`config.mk`:
```
export PLATFORM = sky130hd
export DESIGN_NAME = dcj11_bus_master_flat
export DESIGN_NICKNAME = d
export VERILOG_FILES = /design/src/rtl/dcj11_pkg.sv /design/src/rtl/dcj11_bus_master_if.sv /design/src/rtl/dcj11_bus_master.sv /design/src/flat_wrapper.sv
export SDC_FILE = /design/constraint.sdc
export NUM_CORES = 1
export LEC_CHECK = 0
export ABC_CLOCK_PERIOD_IN_PS = 2250
export BUFFER_PORTS_ARGS = -buffer_cell sky130_fd_sc_hd__clkbuf_2
export CELL_PAD_IN_SITES_DETAIL_PLACEMENT = 0
export CELL_PAD_IN_SITES_GLOBAL_PLACEMENT = 2
export CORE_MARGIN = 2
export CORE_UTILIZATION = 34
export DETAILED_ROUTE_END_ITERATION = 16
export HOLD_SLACK_MARGIN = 0.15
export PLACE_DENSITY_LB_ADDON = 0.1
export SETUP_SLACK_MARGIN = 0.4
export SLEW_MARGIN = 30
export SYNTH_ARGS = -nofsm -noshare
export SYNTH_HDL_FRONTEND = slang
export SYNTH_SLANG_ARGS = --single-unit
```
`constraint.sdc`:
```
create_clock -name clk -period 2.25 [get_ports clk]
set_input_delay 0.3375 -clock clk [delete_from_list [all_inputs] [get_ports clk]]
set_output_delay 0.3375 -clock clk [all_outputs]
set_load 0.02 [all_outputs]
```
`src/rtl/dcj11_pkg.sv`:
```
// rtl/dcj11_pkg.sv - DCJ11 bus codes, state enum and AIO decode helpers
package dcj11_pkg;

  // AIO codes
  localparam logic [3:0] NIO           = 4'b1111;
  localparam logic [3:0] GP_READ       = 4'b1110;
  localparam logic [3:0] INTERRUPT_ACK = 4'b1101;
  localparam logic [3:0] REQEST_READ   = 4'b1100;
  localparam logic [3:0] RMW_NOLOCK    = 4'b1011;
  localparam logic [3:0] RMW_BUSLOCK   = 4'b1010;
  localparam logic [3:0] DATA_READ     = 4'b1001;
  localparam logic [3:0] DEMAND_READ   = 4'b1000;
  localparam logic [3:0] GP_WRITE      = 4'b0101;
  localparam logic [3:0] BYTE_WRITE    = 4'b0011;
  localparam logic [3:0] WORD_WRITE    = 4'b0001;

  // Bank select
  localparam logic [1:0] BS_MEM = 2'b00;
  localparam logic [1:0] BS_SYS = 2'b01;
  localparam logic [1:0] BS_EXT = 2'b10;
  localparam logic [1:0] BS_INT = 2'b11;

  // General-purpose codes carried on DAL<7:0>
  localparam logic [7:0] POWER_UP0 = 8'o000;
  localparam logic [7:0] POWER_UP2 = 8'o002;

  typedef enum logic [2:0] {
    ST_IDLE,
    ST_ADDR,
    ST_ALE,
    ST_STRB,
    ST_SCTL,
    ST_END
  } bus_state_e;

  // Everything the master drives onto the bus, registered as one word
  typedef struct packed {
    logic [3:0]  aio;
    logic [1:0]  bs;
    logic [5:0]  dal_hi;
    logic [15:0] dal_lo;
    logic        dal_oe;
    logic        ale_n;
    logic        strb_n;
    logic        bufctl_n;
    logic        sctl_n;
  } bus_drive_t;

  localparam bus_drive_t BUS_IDLE = '{
    aio: NIO, bs: 2'b00, dal_hi: 6'd0, dal_lo: 16'd0, dal_oe: 1'b0,
    ale_n: 1'b1, strb_n: 1'b1, bufctl_n: 1'b1, sctl_n: 1'b1
  };

  function automatic logic is_read(input logic [3:0] code);
    case (code)
      GP_READ, INTERRUPT_ACK, REQEST_READ, RMW_NOLOCK,
      RMW_BUSLOCK, DATA_READ, DEMAND_READ: is_read = 1'b1;
      default:                             is_read = 1'b0;
    endcase
  endfunction

  function automatic logic is_write(input logic [3:0] code);
    case (code)
      GP_WRITE, BYTE_WRITE, WORD_WRITE: is_write = 1'b1;
      default:                          is_write = 1'b0;
    endcase
  endfunction

  function automatic logic is_gp(input logic [3:0] code);
    is_gp = (code == GP_READ) || (code == GP_WRITE);
  endfunction

endpackage

```
`src/rtl/dcj11_bus_master_if.sv`:
```
// rtl/dcj11_bus_master_if.sv - J11 external bus signal bundle
interface dcj11_bus_master_if;
  logic [3:0]  aio;
  logic [1:0]  bs;
  logic [5:0]  dal_hi;
  logic [15:0] dal_lo_out;
  logic        dal_lo_oe;
  logic [15:0] dal_lo_in;
  logic        ale_n;
  logic        strb_n;
  logic        bufctl_n;
  logic        sctl_n;
  logic        nxm_n;

  modport master (
    output aio, bs, dal_hi, dal_lo_out, dal_lo_oe,
    output ale_n, strb_n, bufctl_n, sctl_n,
    input  dal_lo_in, nxm_n
  );

  modport slave (
    input  aio, bs, dal_hi, dal_lo_out, dal_lo_oe,
    input  ale_n, strb_n, bufctl_n, sctl_n,
    output dal_lo_in, nxm_n
  );
endinterface

```
`src/rtl/dcj11_bus_master.sv`:
```
// rtl/dcj11_bus_master.sv - DCJ11 bus-cycle initiator
module dcj11_bus_master
  import dcj11_pkg::*;
#(
  parameter int ADDR_CYC = 2,
  parameter int ALE_CYC  = 2,
  parameter int STRB_CYC = 3,
  parameter int SCTL_CYC = 3,
  parameter int REC_CYC  = 1
) (
  input  logic               clk,
  input  logic               rst_n,
  input  logic               req_valid,
  output logic               req_ready,
  input  logic [3:0]         req_aio,
  input  logic [1:0]         req_bs,
  input  logic [21:0]        req_addr,
  input  logic [15:0]        req_wdata,
  output logic               rsp_valid,
  output logic [15:0]        rsp_rdata,
  output logic               rsp_nxm,
  dcj11_bus_master_if.master bus
);

  localparam logic [3:0] ADDR_LOAD = 4'(ADDR_CYC - 1);
  localparam logic [3:0] ALE_LOAD  = 4'(ALE_CYC - 1);
  localparam logic [3:0] STRB_LOAD = 4'(STRB_CYC - 1);
  localparam logic [3:0] SCTL_LOAD = 4'(SCTL_CYC - 1);
  localparam logic [3:0] REC_LOAD  = 4'(REC_CYC - 1);

  bus_state_e  state_q, state_d;
  logic [3:0]  cnt_q, cnt_d;
  logic [3:0]  aio_q;
  logic [1:0]  bs_q;
  logic [21:0] addr_q;
  logic [15:0] wdata_q;
  bus_drive_t  drv_q, drv_d;
  logic        ready_d;
  logic        rsp_fire;
  logic        accept;
  logic [3:0]  c_aio;
  logic [1:0]  c_bs;
  logic [21:0] c_addr;
  logic [15:0] c_wdata;

  assign accept = (state_q == ST_IDLE) && req_valid;

  // Outputs are decoded from the next state, so the request being accepted
  // must be visible before it lands in the holding registers.
  assign c_aio   = accept ? req_aio   : aio_q;
  assign c_bs    = accept ? req_bs    : bs_q;
  assign c_addr  = accept ? req_addr  : addr_q;
  assign c_wdata = accept ? req_wdata : wdata_q;

  // Phase sequencing and next-cycle bus drive values
  always_comb begin
    state_d  = state_q;
    cnt_d    = cnt_q;
    rsp_fire = 1'b0;
    case (state_q)
      ST_IDLE: if (req_valid) begin
        state_d = ST_ADDR;
        cnt_d   = ADDR_LOAD;
      end
      ST_ADDR: if (cnt_q == 4'd0) begin
        state_d = ST_ALE;
        cnt_d   = ALE_LOAD;
      end else cnt_d = cnt_q - 4'd1;
      ST_ALE: if (cnt_q == 4'd0) begin
        if (is_read(aio_q) || is_write(aio_q)) begin
          state_d = ST_STRB;
          cnt_d   = STRB_LOAD;
        end else begin
          state_d  = ST_END;
          cnt_d    = REC_LOAD;
          rsp_fire = 1'b1;
        end
      end else cnt_d = cnt_q - 4'd1;
      ST_STRB: if (cnt_q == 4'd0) begin
        state_d = ST_SCTL;
        cnt_d   = SCTL_LOAD;
      end else cnt_d = cnt_q - 4'd1;
      ST_SCTL: if (cnt_q == 4'd0) begin
        state_d  = ST_END;
        cnt_d    = REC_LOAD;
        rsp_fire = 1'b1;
      end else cnt_d = cnt_q - 4'd1;
      ST_END: if (cnt_q == 4'd0) begin
        state_d = ST_IDLE;
        cnt_d   = 4'd0;
      end else cnt_d = cnt_q - 4'd1;
      default: state_d = ST_IDLE;
    endcase

    drv_d   = BUS_IDLE;
    ready_d = 1'b0;
    case (state_d)
      ST_IDLE: ready_d = 1'b1;
      ST_ADDR, ST_ALE: begin
        drv_d.aio    = c_aio;
        drv_d.bs     = c_bs;
        drv_d.dal_hi = c_addr[21:16];
        drv_d.dal_lo = is_gp(c_aio) ? {8'h00, c_addr[7:0]} : c_addr[15:0];
        drv_d.dal_oe = 1'b1;
        drv_d.ale_n  = (state_d != ST_ALE);
      end
      ST_STRB, ST_SCTL: begin
        drv_d.aio    = c_aio;
        drv_d.bs     = c_bs;
        drv_d.dal_hi = c_addr[21:16];
        drv_d.strb_n = 1'b0;
        drv_d.sctl_n = (state_d != ST_SCTL);
        if (is_write(c_aio)) begin
          drv_d.dal_lo = c_wdata;
          drv_d.dal_oe = 1'b1;
        end else begin
          drv_d.bufctl_n = 1'b0;
        end
      end
      ST_END: begin
        drv_d.aio    = c_aio;
        drv_d.bs     = c_bs;
        drv_d.dal_hi = c_addr[21:16];
      end
      default: ;
    endcase
  end

  // State, request holding registers, registered bus drive and response capture
  always_ff @(posedge clk or negedge rst_n) begin
    if (!rst_n) begin
      state_q   <= ST_IDLE;
      cnt_q     <= 4'd0;
      aio_q     <= NIO;
      bs_q      <= 2'b00;
      addr_q    <= 22'd0;
      wdata_q   <= 16'd0;
      drv_q     <= BUS_IDLE;
      req_ready <= 1'b1;
      rsp_valid <= 1'b0;
      rsp_rdata <= 16'd0;
      rsp_nxm   <= 1'b0;
    end else begin
      state_q   <= state_d;
      cnt_q     <= cnt_d;
      drv_q     <= drv_d;
      req_ready <= ready_d;
      rsp_valid <= rsp_fire;
      if (accept) begin
        aio_q   <= req_aio;
        bs_q    <= req_bs;
        addr_q  <= req_addr;
        wdata_q <= req_wdata;
      end
      if (rsp_fire) begin
        if (state_q == ST_SCTL) begin
          rsp_nxm   <= ~bus.nxm_n;
          rsp_rdata <= (is_read(aio_q) && bus.nxm_n) ? bus.dal_lo_in : 16'd0;
        end else begin
          rsp_nxm   <= 1'b0;
          rsp_rdata <= 16'd0;
        end
      end
    end
  end

  assign bus.aio        = drv_q.aio;
  assign bus.bs         = drv_q.bs;
  assign bus.dal_hi     = drv_q.dal_hi;
  assign bus.dal_lo_out = drv_q.dal_lo;
  assign bus.dal_lo_oe  = drv_q.dal_oe;
  assign bus.ale_n      = drv_q.ale_n;
  assign bus.strb_n     = drv_q.strb_n;
  assign bus.bufctl_n   = drv_q.bufctl_n;
  assign bus.sctl_n     = drv_q.sctl_n;

endmodule

```
`src/flat_wrapper.sv`:
```
// flat-port wrapper written by rule: the top's interface ports become plain ports
module dcj11_bus_master_flat import dcj11_pkg::*;
#(
  parameter int ADDR_CYC = 2,
  parameter int ALE_CYC  = 2,
  parameter int STRB_CYC = 3,
  parameter int SCTL_CYC = 3,
  parameter int REC_CYC  = 1
)
  (clk, rst_n, req_valid, req_ready, req_aio, req_bs, req_addr, req_wdata, rsp_valid, rsp_rdata, rsp_nxm, bus_aio, bus_bs, bus_dal_hi, bus_dal_lo_out, bus_dal_lo_oe, bus_ale_n, bus_strb_n, bus_bufctl_n, bus_sctl_n, bus_dal_lo_in, bus_nxm_n);
  dcj11_bus_master_if bus_i ();
  input  logic clk;
  input  logic rst_n;
  input  logic req_valid;
  output logic req_ready;
  input  logic [3:0] req_aio;
  input  logic [1:0] req_bs;
  input  logic [21:0] req_addr;
  input  logic [15:0] req_wdata;
  output logic rsp_valid;
  output logic [15:0] rsp_rdata;
  output logic rsp_nxm;
  output wire logic [$bits(bus_i.aio)-1:0] bus_aio;
  output wire logic [$bits(bus_i.bs)-1:0] bus_bs;
  output wire logic [$bits(bus_i.dal_hi)-1:0] bus_dal_hi;
  output wire logic [$bits(bus_i.dal_lo_out)-1:0] bus_dal_lo_out;
  output wire logic [$bits(bus_i.dal_lo_oe)-1:0] bus_dal_lo_oe;
  output wire logic [$bits(bus_i.ale_n)-1:0] bus_ale_n;
  output wire logic [$bits(bus_i.strb_n)-1:0] bus_strb_n;
  output wire logic [$bits(bus_i.bufctl_n)-1:0] bus_bufctl_n;
  output wire logic [$bits(bus_i.sctl_n)-1:0] bus_sctl_n;
  input wire logic [$bits(bus_i.dal_lo_in)-1:0] bus_dal_lo_in;
  input wire logic [$bits(bus_i.nxm_n)-1:0] bus_nxm_n;
  assign bus_aio = bus_i.aio;
  assign bus_bs = bus_i.bs;
  assign bus_dal_hi = bus_i.dal_hi;
  assign bus_dal_lo_out = bus_i.dal_lo_out;
  assign bus_dal_lo_oe = bus_i.dal_lo_oe;
  assign bus_ale_n = bus_i.ale_n;
  assign bus_strb_n = bus_i.strb_n;
  assign bus_bufctl_n = bus_i.bufctl_n;
  assign bus_sctl_n = bus_i.sctl_n;
  assign bus_i.dal_lo_in = bus_dal_lo_in;
  assign bus_i.nxm_n = bus_nxm_n;
  dcj11_bus_master #(.ADDR_CYC(ADDR_CYC), .ALE_CYC(ALE_CYC), .STRB_CYC(STRB_CYC), .SCTL_CYC(SCTL_CYC), .REC_CYC(REC_CYC)) u_core (.clk(clk), .rst_n(rst_n), .req_valid(req_valid), .req_ready(req_ready), .req_aio(req_aio), .req_bs(req_bs), .req_addr(req_addr), .req_wdata(req_wdata), .rsp_valid(rsp_valid), .rsp_rdata(rsp_rdata), .rsp_nxm(rsp_nxm), .bus(bus_i));
endmodule
```
---- Word level (Yosys, flattened, before mapping) ----
Index checks and enable logic that the tools add are counted.
operators by class
  add/sub/neg operators ................... 1
  equal/unequal tests ..................... 27
  mux-type cells .......................... 44
  bitwise logic cells ..................... 1
  reductions and logical operators ........ 16
operator list
  operator                                       count
  two-way mux 16 bit                             4
  one-hot mux 17 bit (2 select lines)            1
  == test 4 bit, second input constant           8
  two-way mux 3 bit                              8
  two-way mux 4 bit                              6
  two-way mux 22 bit                             1
  one-hot mux 4 bit (5 select lines)             1
  one-hot mux 3 bit (6 select lines)             1
  two-way mux 1 bit                              17
  two-way mux 17 bit                             1
  == test 3 x 2 -> 1 bit, second input constant  4
  == test 3 bit, second input constant           4
  two-way mux 12 bit                             1
  == test 4 x 1 -> 1 bit, second input constant  2
  == test 4 x 2 -> 1 bit, second input constant  2
  == test 4 x 3 -> 1 bit, second input constant  2
  OR reduction 7 bit                             1
  == test 3 x 1 -> 1 bit, second input constant  2
  logical NOT 3 bit                              2
  OR reduction 2 bit                             3
  OR reduction 3 bit                             2
  nonzero test 5 bit                             1
  OR reduction 5 bit                             1
  logical NOT 4 bit                              1
  10 further kinds                               13
word-level totals
  flip-flop bits (word level) ............. 103
  logic and storage cells ................. 108

---- Logic depth before layout (Yosys ltp) ----
Gate-level depths: netlist of run 1.
  depth in word-level cells ............... 14
  depth in mapped cells ................... 8

---- Worst setup path after synthesis of run 1 ----
OpenSTA, ideal clock, no wires.
  path type ............................... register -> register
  start point ............................. register u_core.cnt_q[0]
  end point ............................... register u_core.drv_q, in the netlist u_core.bus.dal_lo_out[10]
  setup time .............................. 141 ps
  arrival time ............................ 1,810 ps
  required time ........................... 2,109 ps
  setup slack ............................. 299 ps
  cell stages (with the launch flop) ...... 8
  buffers on the path ..................... 1
  period minus slack after synthesis ...... 1,951 ps
  cells stage by stage .................... dfrtp_1 -> inv_1 -> ha_1 -> or3b_1 -> buf_6 -> a32oi_2 -> a311o_2 -> o22ai_1
RTL lines
  element                 line                     RTL
  start, declared         dcj11_bus_master.sv:32   logic [3:0] cnt_q, cnt_d;
  start signal, assigned  dcj11_bus_master.sv:145  cnt_q <= cnt_d;
  end signal, assigned    dcj11_bus_master.sv:146  drv_q <= drv_d;
  end, declared           dcj11_bus_master.sv:37   bus_drive_t drv_q, drv_d;

---- Worst setup path in the final report of run 1 ----
  start point ............................. register u_core.cnt_q[1]
  end point ............................... register u_core.rsp_rdata[7]
on the way
  longest elaborated chain between the ends .. 3
ends and longest elaborated chain
  element                                      line                                            RTL
  logical NOT 4 bit (*)                        dcj11_bus_master.sv:69, dcj11_bus_master.sv:83
  two-way mux 1 bit, on equally long branches  dcj11_bus_master.sv:83, dcj11_bus_master.sv:69
  one-hot mux 1 bit (2 select lines) (*)       dcj11_bus_master.sv:60                          case (state_q)
  end signal, assigned                         dcj11_bus_master.sv:158                         rsp_rdata <= (is_read(aio_q) && bus.nxm_n) ? bus.dal_lo_in : 16'd0;
  end, declared                                dcj11_bus_master.sv:20                          output logic [15:0] rsp_rdata,
Mark *: on every way between the ends. The rest lies on a longest branch, timed or not.
A chain may end at the register's enable or synchronous reset.

==> impl_results.md, run 1 <==
- Vias in the first global route: 3,271
- CTS clk-pin slew, worst paths: 0.07 ns
- Routed wire length on met2: 4890 um
- Total die area: 13,800 um2
- CP Capture Type: flip-flop
- Max Cap Violations: 0
- Pre-antenna DRT Iters: 4
- Area growth syn-to-layout: 37.9%
- Max VDD drop: 0.000528 V
- Asr flop ratio synth: 1.00
- Reg2Reg Depth: 8
- Flop-to-flop setup slack: 0.32 ns
- Crit path DAT: 2.20 ns
- Sequential power share: 0.370
- Placed Cells: 645
- Mapped Cells: 359
- Power Density: 1390 nW/um2
- CTS tree: done
- Status: finished, final reports clean
- P_int: 5330 uW
- Net switching power: 3090 uW
- Worst-Skew Late Latency: 0.35 ns
- Mean number of vias per cell: 4.59
- Worst-margin pin slew: 0.620 ns
- Total Wirelength: 10,600 um
- Clock power frac: 0.178
- CP Launch Type: flip-flop
- Syn. warnings: 0
- Unique masters post-synth: 53
- Net Count, Synth: 425
- Routability Congestion: 0.773
- # setup viols final: 0
- Synthesized area: 4390 um2
- Die span in y: 118 um
- Setup TNS: 0 ns
- Initial DRC Count: 107
- Layout cells sized above 1: 0.482
- H-Tree Depth: 3
- Period utilisation layout: 0.856
- Unrepaired setup endpoints after global routing: true
- Tmin final: 1.93 ns
- Clk sinks: 103
- Fin Clk Skew: 0.00927 ns
- Max-slew violations: 0
- GRT overflow: 0
- Total track usage: 0.157
- Via count: 3,174
- Drt wl/cell: 15.4 um
- Nets: 580
- # IOs: 116
- Hold Path Stages: 3
- Seq/Total Area, Yosys: 0.591
- HP Class: in2reg
- Final Hold Viols: 0
- Initial antenna violation count: 0
- Routed Antenna Nets: 0
- Fin cells: 691
- CTS buffer count: 9
- Yosys reg bits: 103
- FF+latch area: 2600 um2
- EDFF count, synth: 0
- Slew HR: 0.587
- Combinational fraction of design power: 0.452
- CP Class: reg2reg
- First-pass GRT wire length: 17,000 um
- DRC: 0
- Fmax: 519 MHz
- Hpwl dp: 6880 um
- CTS max path bufs: 2
- Post-Syn Area per Cell: 12.2 um2
- Required time of the critical path: 2.52 ns
- Crit path max fanout: 5
- CTS root buffer: clkbuf_16
- Multi-input gate area: 1640 um2
- Ant diodes: 0
- Die W: 118 um
- Starting Density: 0.348
- Largest net degree at the start of global routing: 48
- Switching part of the total power: 0.367
- Top Layer Used: met4
- Ys flop type: dfrtp_1
- FP Rows: 41
- P_leak: 0.00284 uW
- WL met3: 583 um
- IO Port Bufs: 115
- Wl on met1: 4960 um
- Placeable Area: 12,600 um2
- Filler instances: 1,214
power groups by stage:
stage          registers, uW  clock network, uW  logic [uW]
6_report                3110               1500        3810
5_1_grt                 3210               1610        4170
4_1_cts                 3110               1560        3460
3_5_place_dp            3160                  0        3170
3_3_place_gp            3140                  0        3150
2_1_floorplan           3480                  0        1800
metal layers:
layer | up-vias | track usage
met3 | 12 | 0.0402
met5 | - | 0
li1 | 1535 | -
met1 | 1545 | 0.210
met2 | 82 | 0.240
met4 | 0 | 0.0745
metrics by stage:
stage          cell area (um2)  setup WS (ns)   util  power (uW)  hold WS, ns
5_1_grt                   6050          0.253  0.480        8990        0.205
6_report                  6050          0.324  0.480        8420        0.207
4_1_cts                   5790          0.334  0.459        8130        0.186
3_5_place_dp              5290         0.0988  0.419        6330        0.406
2_1_floorplan             4410          0.325      -        5280       0.0419
3_3_place_gp              5290          0.143  0.419        6290        0.406
flip-flops by register name, indices dropped and copies added (netlist names), 2 cells and up:
register / cells
u_core.cnt_q: 4
u_core.addr_q: 22
u_core.bs_q: 2
u_core.aio_q: 4
u_core.rsp_rdata: 16
u_core.bus.aio: 4
u_core.bus.dal_hi: 6
u_core.state_q: 3
u_core.bus.bs: 2
u_core.bus.dal_lo_out: 16
u_core.wdata_q: 16
worst paths after layout:
path / to / start
hold / removal: u_core.rsp_rdata[6] / bus_dal_lo_in[6]
hold reg to reg: u_core.addr_q[1] / u_core.addr_q[1]
min in group asynchronous: u_core.rsp_rdata[7] / rst_n
setup reg to reg: u_core.rsp_rdata[7] / u_core.cnt_q[1]
setup / recovery: u_core.rsp_rdata[7] / u_core.cnt_q[1]
max in group asynchronous: u_core.bus.strb_n / rst_n
cell type report:
class	count	area share
clock inverter	4	0.00455
timing repair buffer	164	0.193
inverter	39	0.0242
sequential	103	0.429
clock buffer	12	0.0424
tap	172	0.0355
multi-input combinational	197	0.271
worst max-delay path: stages (launching register included):
cell,delay (ns)
dfrtp_1,0.40
inv_2,0.09
ha_4,0.13
or3b_4,0.42
buf_6,0.15
a211oi_4,0.16
buf_6,0.17
clkbuf_16,0.15
mux2i_1,0.19
Yosys cell counts (2+ instances only):
cell / instances / area [um2]
nor3_1: 7 / 35.0
inv_1: 39 / 146
dfstp_2: 13 / 342
a21o_1: 2 / 15.0
o211ai_1: 2 / 15.0
dfrtp_1: 90 / 2250
o21ai_0: 20 / 100
buf_4: 5 / 37.5
o21ai_1: 2 / 10.0
mux2_2: 26 / 293
and2_1: 8 / 50.1
buf_2: 7 / 35.0
nand2b_1: 6 / 37.5
o22ai_1: 17 / 106
or2_2: 2 / 12.5
nor2_1: 9 / 33.8
nor4b_4: 2 / 47.6
clkbuf_1: 2 / 7.51
ha_1: 2 / 25.0
nand2_1: 22 / 82.6
buf_6: 2 / 22.5
a211oi_1: 4 / 30.0
mux2i_1: 33 / 330
a21oi_1: 8 / 40.0
logic make-up after synthesis:
| logic type | share of synthesized area |
|---|---|
| buf+inv | 0.0650 |
| fa+ha+maj | 0.00798 |
| mux | 0.142 |
| simple gates | 0.0935 |
| compound gates | 0.0989 |
| xor+xnor | 0.00200 |
| flops | 0.591 |
what timing repair did:
action,4_1_cts,5_1_grt
hold endpoints to repair,33,0
setup buffers,15,7
hold buffers,1,0
setup endpoints to repair,51,53
pin swaps,6,5
gates resized for setup,11,25
cloned,3,4
placed cells by master (no fill, tap or decap), types with 9 or more instances in the layout:
master / Yosys / final
o22ai_1: 17 / 12
dfrtp_1: 90 / 88
nor2_1: 9 / 9
nand2_1: 22 / 22
dfstp_2: 13 / 13
buf_6: 2 / 9
mux2i_1: 33 / 30
buf_4: 5 / 28
clkbuf_2: 1 / 114
clkbuf_16: 0 / 13
mux2_2: 26 / 26
inv_1: 39 / 37
o21ai_0: 20 / 19
(Power assumes the default switching activity.)
==> inputs of run 2 (changes only) <==
--- a/config.mk
+++ b/config.mk
@@ -6,12 +6,12 @@
 export NUM_CORES = 1
 export LEC_CHECK = 0
 export ABC_CLOCK_PERIOD_IN_PS = 2250
-export BUFFER_PORTS_ARGS = -buffer_cell sky130_fd_sc_hd__clkbuf_2
 export CELL_PAD_IN_SITES_DETAIL_PLACEMENT = 0
 export CELL_PAD_IN_SITES_GLOBAL_PLACEMENT = 2
 export CORE_MARGIN = 2
-export CORE_UTILIZATION = 34
+export CORE_UTILIZATION = 40
 export DETAILED_ROUTE_END_ITERATION = 16
+export DONT_BUFFER_PORTS = 1
 export HOLD_SLACK_MARGIN = 0.15
 export PLACE_DENSITY_LB_ADDON = 0.1
 export SETUP_SLACK_MARGIN = 0.4
==> run 2 against run 1 <==
Effect of this change:
- the flow now finishes with violations (negative hold slack)
- register-to-register slack barely moved
- die area is 15% lower
- clock skew decreased by 0.00063 ns
- first-iteration DRC count decreased by 4.7%
- final cell count decreased by 13%
- critical endpoint is now u_core.bus.bufctl_n
==> impl_results.md, run 2 (synthesis results as in run 1) <==
- Status: finished with violations (was finished, final reports clean)
- Failing checks: negative hold slack
- Tmin final: 1.93 ns (about the same)
- Slowest stage delay, CP: 0.41 ns (was 0.42 ns)
- Slew HR: 0.718 (was 0.587)
- Clk sinks: 103 (unchanged)
- Number of flip-flops in the largest register: 22 (unchanged)
- Power Density: 1330 nW/um2 (was 1390 nW/um2)
- Die span in y: 109 um (was 118 um)
- Die W: 109 um (was 118 um)
- Top reg by flops: u_core.addr_q (unchanged)
- Routability Congestion: 0.748 (was 0.773)
- Initial antenna violation count: 0 (unchanged)
- Crit path max fanout: 4 (was 5)
- # setup viols final: 0 (unchanged)
- CTS root buffer: clkbuf_8 (was clkbuf_16)
- Finished Cell Area: 5960 um2 (was 6050 um2)
- HP Class: in2async (was in2reg)
- Placeable Area: 10,800 um2 (was 12,600 um2)
- Required time of the critical path: 2.55 ns (was 2.52 ns)
- Nets: 521 (was 580)
- Period utilisation layout: 0.860 (was 0.856)
- Crit path DAT: 2.24 ns (was 2.20 ns)
- Pre-antenna DRT Iters: 4 (unchanged)
- CTS clk-pin slew, worst paths: 0.11 ns (was 0.07 ns)
- Starting Density: 0.407 (was 0.348)
- Worst-Skew Late Latency: 0.37 ns (was 0.35 ns)
- Worst-margin pin slew: 0.421 ns (was 0.620 ns)
- Cts hold-fix bufs: 61 (was 1)
- Layout cells sized above 1: 0.302 (was 0.482)
- CTS tree: done (unchanged)
- First-pass GRT wire length: 16,200 um (was 17,000 um)
- DRC: 0 (unchanged)
- Setup TNS: 0 ns (unchanged)
- Slowest-stage cell, CP: or3b_4 (unchanged)
- Max VDD drop: 0.000515 V (was 0.000528 V)
- CTS buffer count: 9 (unchanged)
- Worst path cell trace: inv_2 > ha_4 > or3b_4 > nor4b_4 > a211oi_4 > buf_12 > or3_1 (was inv_2 > ha_4 > or3b_4 > buf_6 > a211oi_4 > buf_6 > clkbuf_16 > mux2i_1)
- CP Class: reg2reg (unchanged)
- Hpwl dp: 6410 um (was 6880 um)
- Max Cap Violations: 0 (unchanged)
- Via count: 2,981 (was 3,174)
- IO Port Bufs: 0 (was 115)
- Unrepaired setup endpoints after global routing: true (unchanged)
- Final Hold Viols: 103 (was 0)
- GRT overflow: 0 (unchanged)
- Drt wl/cell: 17.3 um (was 15.4 um)
- Total die area: 11,800 um2 (was 13,800 um2)
- Placed Cells: 500 (was 645)
- Vias in the first global route: 3,117 (was 3,271)
- Most frequent cells in the layout: dfrtp_1, dlygate4sd3_1, inv_1, mux2i_1, buf_4 (was clkbuf_2, dfrtp_1, inv_1, mux2i_1, buf_4)
- Total Wirelength: 10,400 um (was 10,600 um)
- Dpl cell area: 4660 um2 (was 5290 um2)
- CTS max path bufs: 2 (unchanged)
- Fin Hold WS: -0.356 ns (was 0.207 ns)
- Area growth syn-to-layout: 35.8% (was 37.9%)
- Largest net degree at the start of global routing: 104 (was 48)
- Max-slew violations: 0 (unchanged)
- Most common cell after layout, fill and taps aside: dfrtp_1 (was clkbuf_2)
- Total track usage: 0.181 (was 0.157)
- H-Tree Depth: 3 (unchanged)
- # IOs: 116 (unchanged)
- Fin cells: 600 (was 691)
- CP Launch Type: flip-flop (unchanged)
- Fin Clk Skew: 0.00863 ns (was 0.00927 ns)
- Mean number of vias per cell: 4.97 (was 4.59)
- P_leak: 0.00256 uW (was 0.00284 uW)
- CP Capture Type: flip-flop (unchanged)
- Initial DRC Count: 102 (was 107)
- Routed Antenna Nets: 0 (unchanged)
- FP Rows: 38 (was 41)
- Ant diodes: 0 (unchanged)
- Fmax: 517 MHz (was 519 MHz)
==> run 2: through the flow <==
step                hold slack (ns)  utilization  power (uW)  setup WS, ns
finish                       -0.356        0.553        7950         0.315
global placement             0.0457        0.431        5910         0.139
floorplan                    0.0419            -        5280         0.325
detailed placement           0.0468        0.432        5980        0.0956
global route                 -0.385        0.553        8480         0.257
CTS                          -0.371        0.532        7720         0.341
==> run 2: critical path: cells and delay by family, from the launching register on <==
kind | cells | cell delay, ns
fa+ha+maj | 1 | 0.12
simple gates | 3 | 1.04
flops | 1 | 0.40
compound gates | 1 | 0.07
buf+inv | 2 | 0.23
==> run 2: path summary, 6_finish.rpt <==
path / slack (ns) / cells past startpoint / from / to
min in group clk: 0.35 / 4 / req_valid / u_core.cnt_q[0]
min reg2reg: 0.50 / 2 / u_core.addr_q[12] / u_core.addr_q[12]
min: -0.36 / 0 / rst_n / u_core.cnt_q[3]
max: 0.32 / 7 / u_core.cnt_q[0] / u_core.bus.bufctl_n
max in group asynchronous: 2.36 / 0 / rst_n / u_core.bus.bufctl_n
max reg2reg: 0.32 / 7 / u_core.cnt_q[0] / u_core.bus.bufctl_n
==> run 2: layout make-up <==
type	instances	area [um2]
Timing Repair Buffer	105	1120
Tap cell	140	175
Multi-Input combinational cell	197	1710
Clock buffer	10	138
Clock inverter	6	76.3
Inverter	39	146
Fill cell	896	4830
Sequential cell	103	2590
==> run 2: where the power goes <==
part           total [uW]  internal (uW)  leakage, uW  switching (uW)
logic                3080           1590      0.00126            1500
clock network        1270            565     0.000103             708
registers            3590           2750      0.00120             843
==> run 2: layer usage <==
layer | part of all wire | vias up | global-route usage | routed length [um]
met5 | 0 | - | 0 | 0
met2 | 0.48 | 84 | 0.291 | 5010
li1 | - | 1411 | - | -
met4 | 0.013 | 0 | 0.0549 | 132
met1 | 0.44 | 1474 | 0.232 | 4570
met3 | 0.067 | 12 | 0.0592 | 693
==> run 2: what timing repair did <==
item | in CTS | in global routing
pin swaps | 13 | 14
hold endpoints to repair | 164 | 103
endpoints found under the setup margin | 60 | 48
setup buffers | 15 | 5
cloned | 1 | 2
resized for setup | 20 | 31
==> inputs of run 3 (changes only) <==
--- a/config.mk
+++ b/config.mk
@@ -6,14 +6,12 @@
 export NUM_CORES = 1
 export LEC_CHECK = 0
 export ABC_CLOCK_PERIOD_IN_PS = 2250
-export CELL_PAD_IN_SITES_DETAIL_PLACEMENT = 0
-export CELL_PAD_IN_SITES_GLOBAL_PLACEMENT = 2
 export CORE_MARGIN = 2
-export CORE_UTILIZATION = 40
+export CORE_UTILIZATION = 62
 export DETAILED_ROUTE_END_ITERATION = 16
 export DONT_BUFFER_PORTS = 1
 export HOLD_SLACK_MARGIN = 0.15
-export PLACE_DENSITY_LB_ADDON = 0.1
+export PLACE_DENSITY = 0.78
 export SETUP_SLACK_MARGIN = 0.4
 export SLEW_MARGIN = 30
 export SYNTH_ARGS = -nofsm -noshare
==> run 3 against run 2 <==
Effect of this change:
- routed wire length is 15% higher
- core utilization increased by 29 points
- the run still ends with negative hold slack left
- non-clock buffer count decreased by 4
- via count rose by 12%
- worst hold slack better by 0.011 ns
- die area shrank 34%
- sequential share of layout area rose by 1.6 points
- sequential power rose by 3%
- highest routed layer unchanged
==> impl_results.md, run 3 (synthesis results as in run 1) <==
- Slew HR: 0.711 (was 0.718)
- Clk sinks: 103 (unchanged)
- Nets: 517 (was 521)
- Fin Clk Skew: 0.0167 ns (was 0.00863 ns)
- CTS root buffer: clkbuf_8 (unchanged)
- Starting Density: 0.643 (was 0.407)
- Grt met2 use: 0.448 (was 0.291)
- P_leak: 0.00253 uW (was 0.00256 uW)
- Ant diodes: 0 (unchanged)
- CP Class: reg2reg (unchanged)
- Crit path DAT: 2.27 ns (was 2.24 ns)
- Layout cells sized above 1: 0.274 (was 0.302)
- Setup ws final: 0.263 ns (was 0.315 ns)
- Max Cap Violations: 0 (unchanged)
- CTS max path bufs: 2 (unchanged)
- Most common cell after layout, fill and taps aside: dfrtp_1 (unchanged)
- Reg2reg start: u_core.cnt_q[1] (was u_core.cnt_q[0])
- Fin Hold WS: -0.346 ns (was -0.356 ns)
- Drt wl/cell: 21.7 um (was 17.3 um)
- Flop-to-flop setup slack: 0.26 ns (was 0.32 ns)
- Max VDD drop: 0.000866 V (was 0.000515 V)
- Worst path most repeated cell: buf_6
- Hpwl dp: 5820 um (was 6410 um)
- Worst path cell trace: inv_2 > ha_4 > or3b_4 > buf_6 > a211oi_4 > buf_6 > clkbuf_16 > mux2i_1 (was inv_2 > ha_4 > or3b_4 > nor4b_4 > a211oi_4 > buf_12 > or3_1)
- Initial DRC Count: 309 (was 102)
- Crit path max fanout: 7 (was 4)
- Most frequent cells in the layout: dfrtp_1, dlygate4sd3_1, inv_1, mux2i_1, buf_4 (unchanged)
- Met1 Use GR: 0.340 (was 0.232)
- Final Hold Viols: 103 (unchanged)
- Worst-Skew Late Latency: 0.37 ns (about the same)
- Die span in y: 88.2 um (was 109 um)
- Setup slack at placement: 0.241 ns (was 0.0956 ns)
- Area growth syn-to-layout: 31.2% (was 35.8%)
- Mean number of vias per cell: 6.03 (was 4.97)
- # setup viols final: 0 (unchanged)
- Fmax: 503 MHz (was 517 MHz)
- Top delay family on crit path: buffers and inverters (was simple AND/OR/NAND/NOR gates)
- CTS clk-pin slew, worst paths: 0.11 ns (about the same)
- Largest net degree at the start of global routing: 104 (unchanged)
- CP Launch Type: flip-flop (unchanged)
- Unrepaired setup endpoints after global routing: true (unchanged)
- CP bufs+invs: 4 (was 2)
- Worst-margin pin slew: 0.430 ns (was 0.421 ns)
- Filler instances: 326 (was 896)
- Die W: 88.2 um (was 109 um)
- Vias in the first global route: 3,118 (was 3,117)
- Reg2Reg Depth: 8 (was 7)
- Tmin final: 1.99 ns (was 1.93 ns)
- Worst reg2reg endpoint: u_core.rsp_rdata[9] (was u_core.bus.bufctl_n)
- Grt met3 use: 0.0716 (was 0.0592)
- # IOs: 116 (unchanged)
- Number of flip-flops in the largest register: 22 (unchanged)
- Slowest stage delay, CP: 0.41 ns (about the same)
- Failing checks: negative hold slack (unchanged)
- Required time of the critical path: 2.53 ns (was 2.55 ns)
- Pre-antenna DRT Iters: 5 (was 4)
- Total track usage: 0.274 (was 0.181)
- Max-slew violations: 0 (unchanged)
- GRT overflow: 0 (unchanged)
- H-Tree Depth: 3 (unchanged)
- Total Wirelength: 12,000 um (was 10,400 um)
- CP Capture Type: flip-flop (unchanged)
- Power Density: 1390 nW/um2 (was 1330 nW/um2)
- Status: finished with violations (unchanged)
- Routability Congestion: 0.827 (was 0.748)
- Placeable Area: 6830 um2 (was 10,800 um2)
- First-pass GRT wire length: 15,900 um (was 16,200 um)
- FP Rows: 30 (was 38)
- Via count: 3,331 (was 2,981)
- Top reg by flops: u_core.addr_q (unchanged)
- CTS tree: done (unchanged)
- CTS buffer count: 9 (unchanged)
- IO Port Bufs: 0 (unchanged)
- Top Usage Layer GRT: met2 (unchanged)
- Initial antenna violation count: 0 (unchanged)
- Routed Antenna Nets: 0 (unchanged)
- HP Class: in2async (unchanged)
- Total die area: 7770 um2 (was 11,800 um2)
- DRC: 0 (unchanged)
- Cts hold-fix bufs: 57 (was 61)
- Period utilisation layout: 0.883 (was 0.860)
- Slowest-stage cell, CP: dfrtp_1 (was or3b_4)
- Setup TNS: 0 ns (unchanged)
## run 3: stage by stage
stage | power [uW] | utilization | instances | hold slack, ns | area (um2)
after floorplan | 5280 | - | 359 | 0.0419 | 4410
after global placement | 5780 | 0.668 | 451 | 0.0471 | 4570
after detailed placement | 5910 | 0.668 | 451 | 0.0459 | 4570
after CTS | 7490 | 0.803 | 532 | -0.360 | 5480
after global routing | 8360 | 0.843 | 552 | -0.372 | 5760
final | 8030 | 0.843 | 552 | -0.346 | 5760
## run 3: area by class of cell
type | count | area (um2) | area share
Multi-Input combinational cell | 197 | 1590 | 0.276
Timing Repair Buffer | 101 | 1070 | 0.185
Tap cell | 96 | 120 | 0.0209
Inverter | 39 | 146 | 0.0254
Clock buffer | 10 | 138 | 0.0239
Sequential cell | 103 | 2600 | 0.451
Clock inverter | 6 | 100 | 0.0174
## run 3: layer usage
metal | vias to the layer above | part of all wire
met2 | 206 | 0.50
met3 | 52 | 0.090
met4 | 0 | 0.039
met5 | - | 0
li1 | 1411 | -
met1 | 1662 | 0.37
## run 3: timing repair
action | in CTS | in global routing
hold endpoints to repair | 160 | 103
gates cloned | 1 | 7
gates resized for setup | 5 | 23
pin swaps | 4 | 10
buffers inserted | 7 | 13
setup endpoints to repair | 36 | 37
## run 3: worst register-to-register path, delay by kind of cell (launching register included)
kind                     cells  cell delay, ns
multiplexers                 1            0.24
AND/OR/NAND/NOR              1            0.40
adder cells (fa/ha/maj)      1            0.14
flip-flops                   1            0.41
buffers and inverters        4            0.53
AO/OA/AOI/OAI                1            0.18
## run 3: how the worst max path moves through the flow
stage               startpoint                       end  cells past startpoint
3_5_place_dp   u_core.cnt_q[0]  u_core.bus.dal_lo_out[8]                      7
6_report       u_core.cnt_q[1]       u_core.rsp_rdata[9]                      8
3_3_place_gp   u_core.cnt_q[0]       u_core.bus.bufctl_n                      6
5_1_grt        u_core.cnt_q[1]       u_core.rsp_rdata[1]                      8
2_1_floorplan  u_core.cnt_q[0]       u_core.bus.bufctl_n                      7
4_1_cts        u_core.cnt_q[1]  u_core.bus.dal_lo_out[8]                      7
## run 3: power by group
group | switching, uW | leakage (uW) | total, uW | internal (uW)
clock network | 675 | 0.000121 | 1350 | 677
logic | 1580 | 0.00121 | 3000 | 1410
registers | 921 | 0.00119 | 3680 | 2760
total | 3180 | 0.00253 | 8030 | 4850
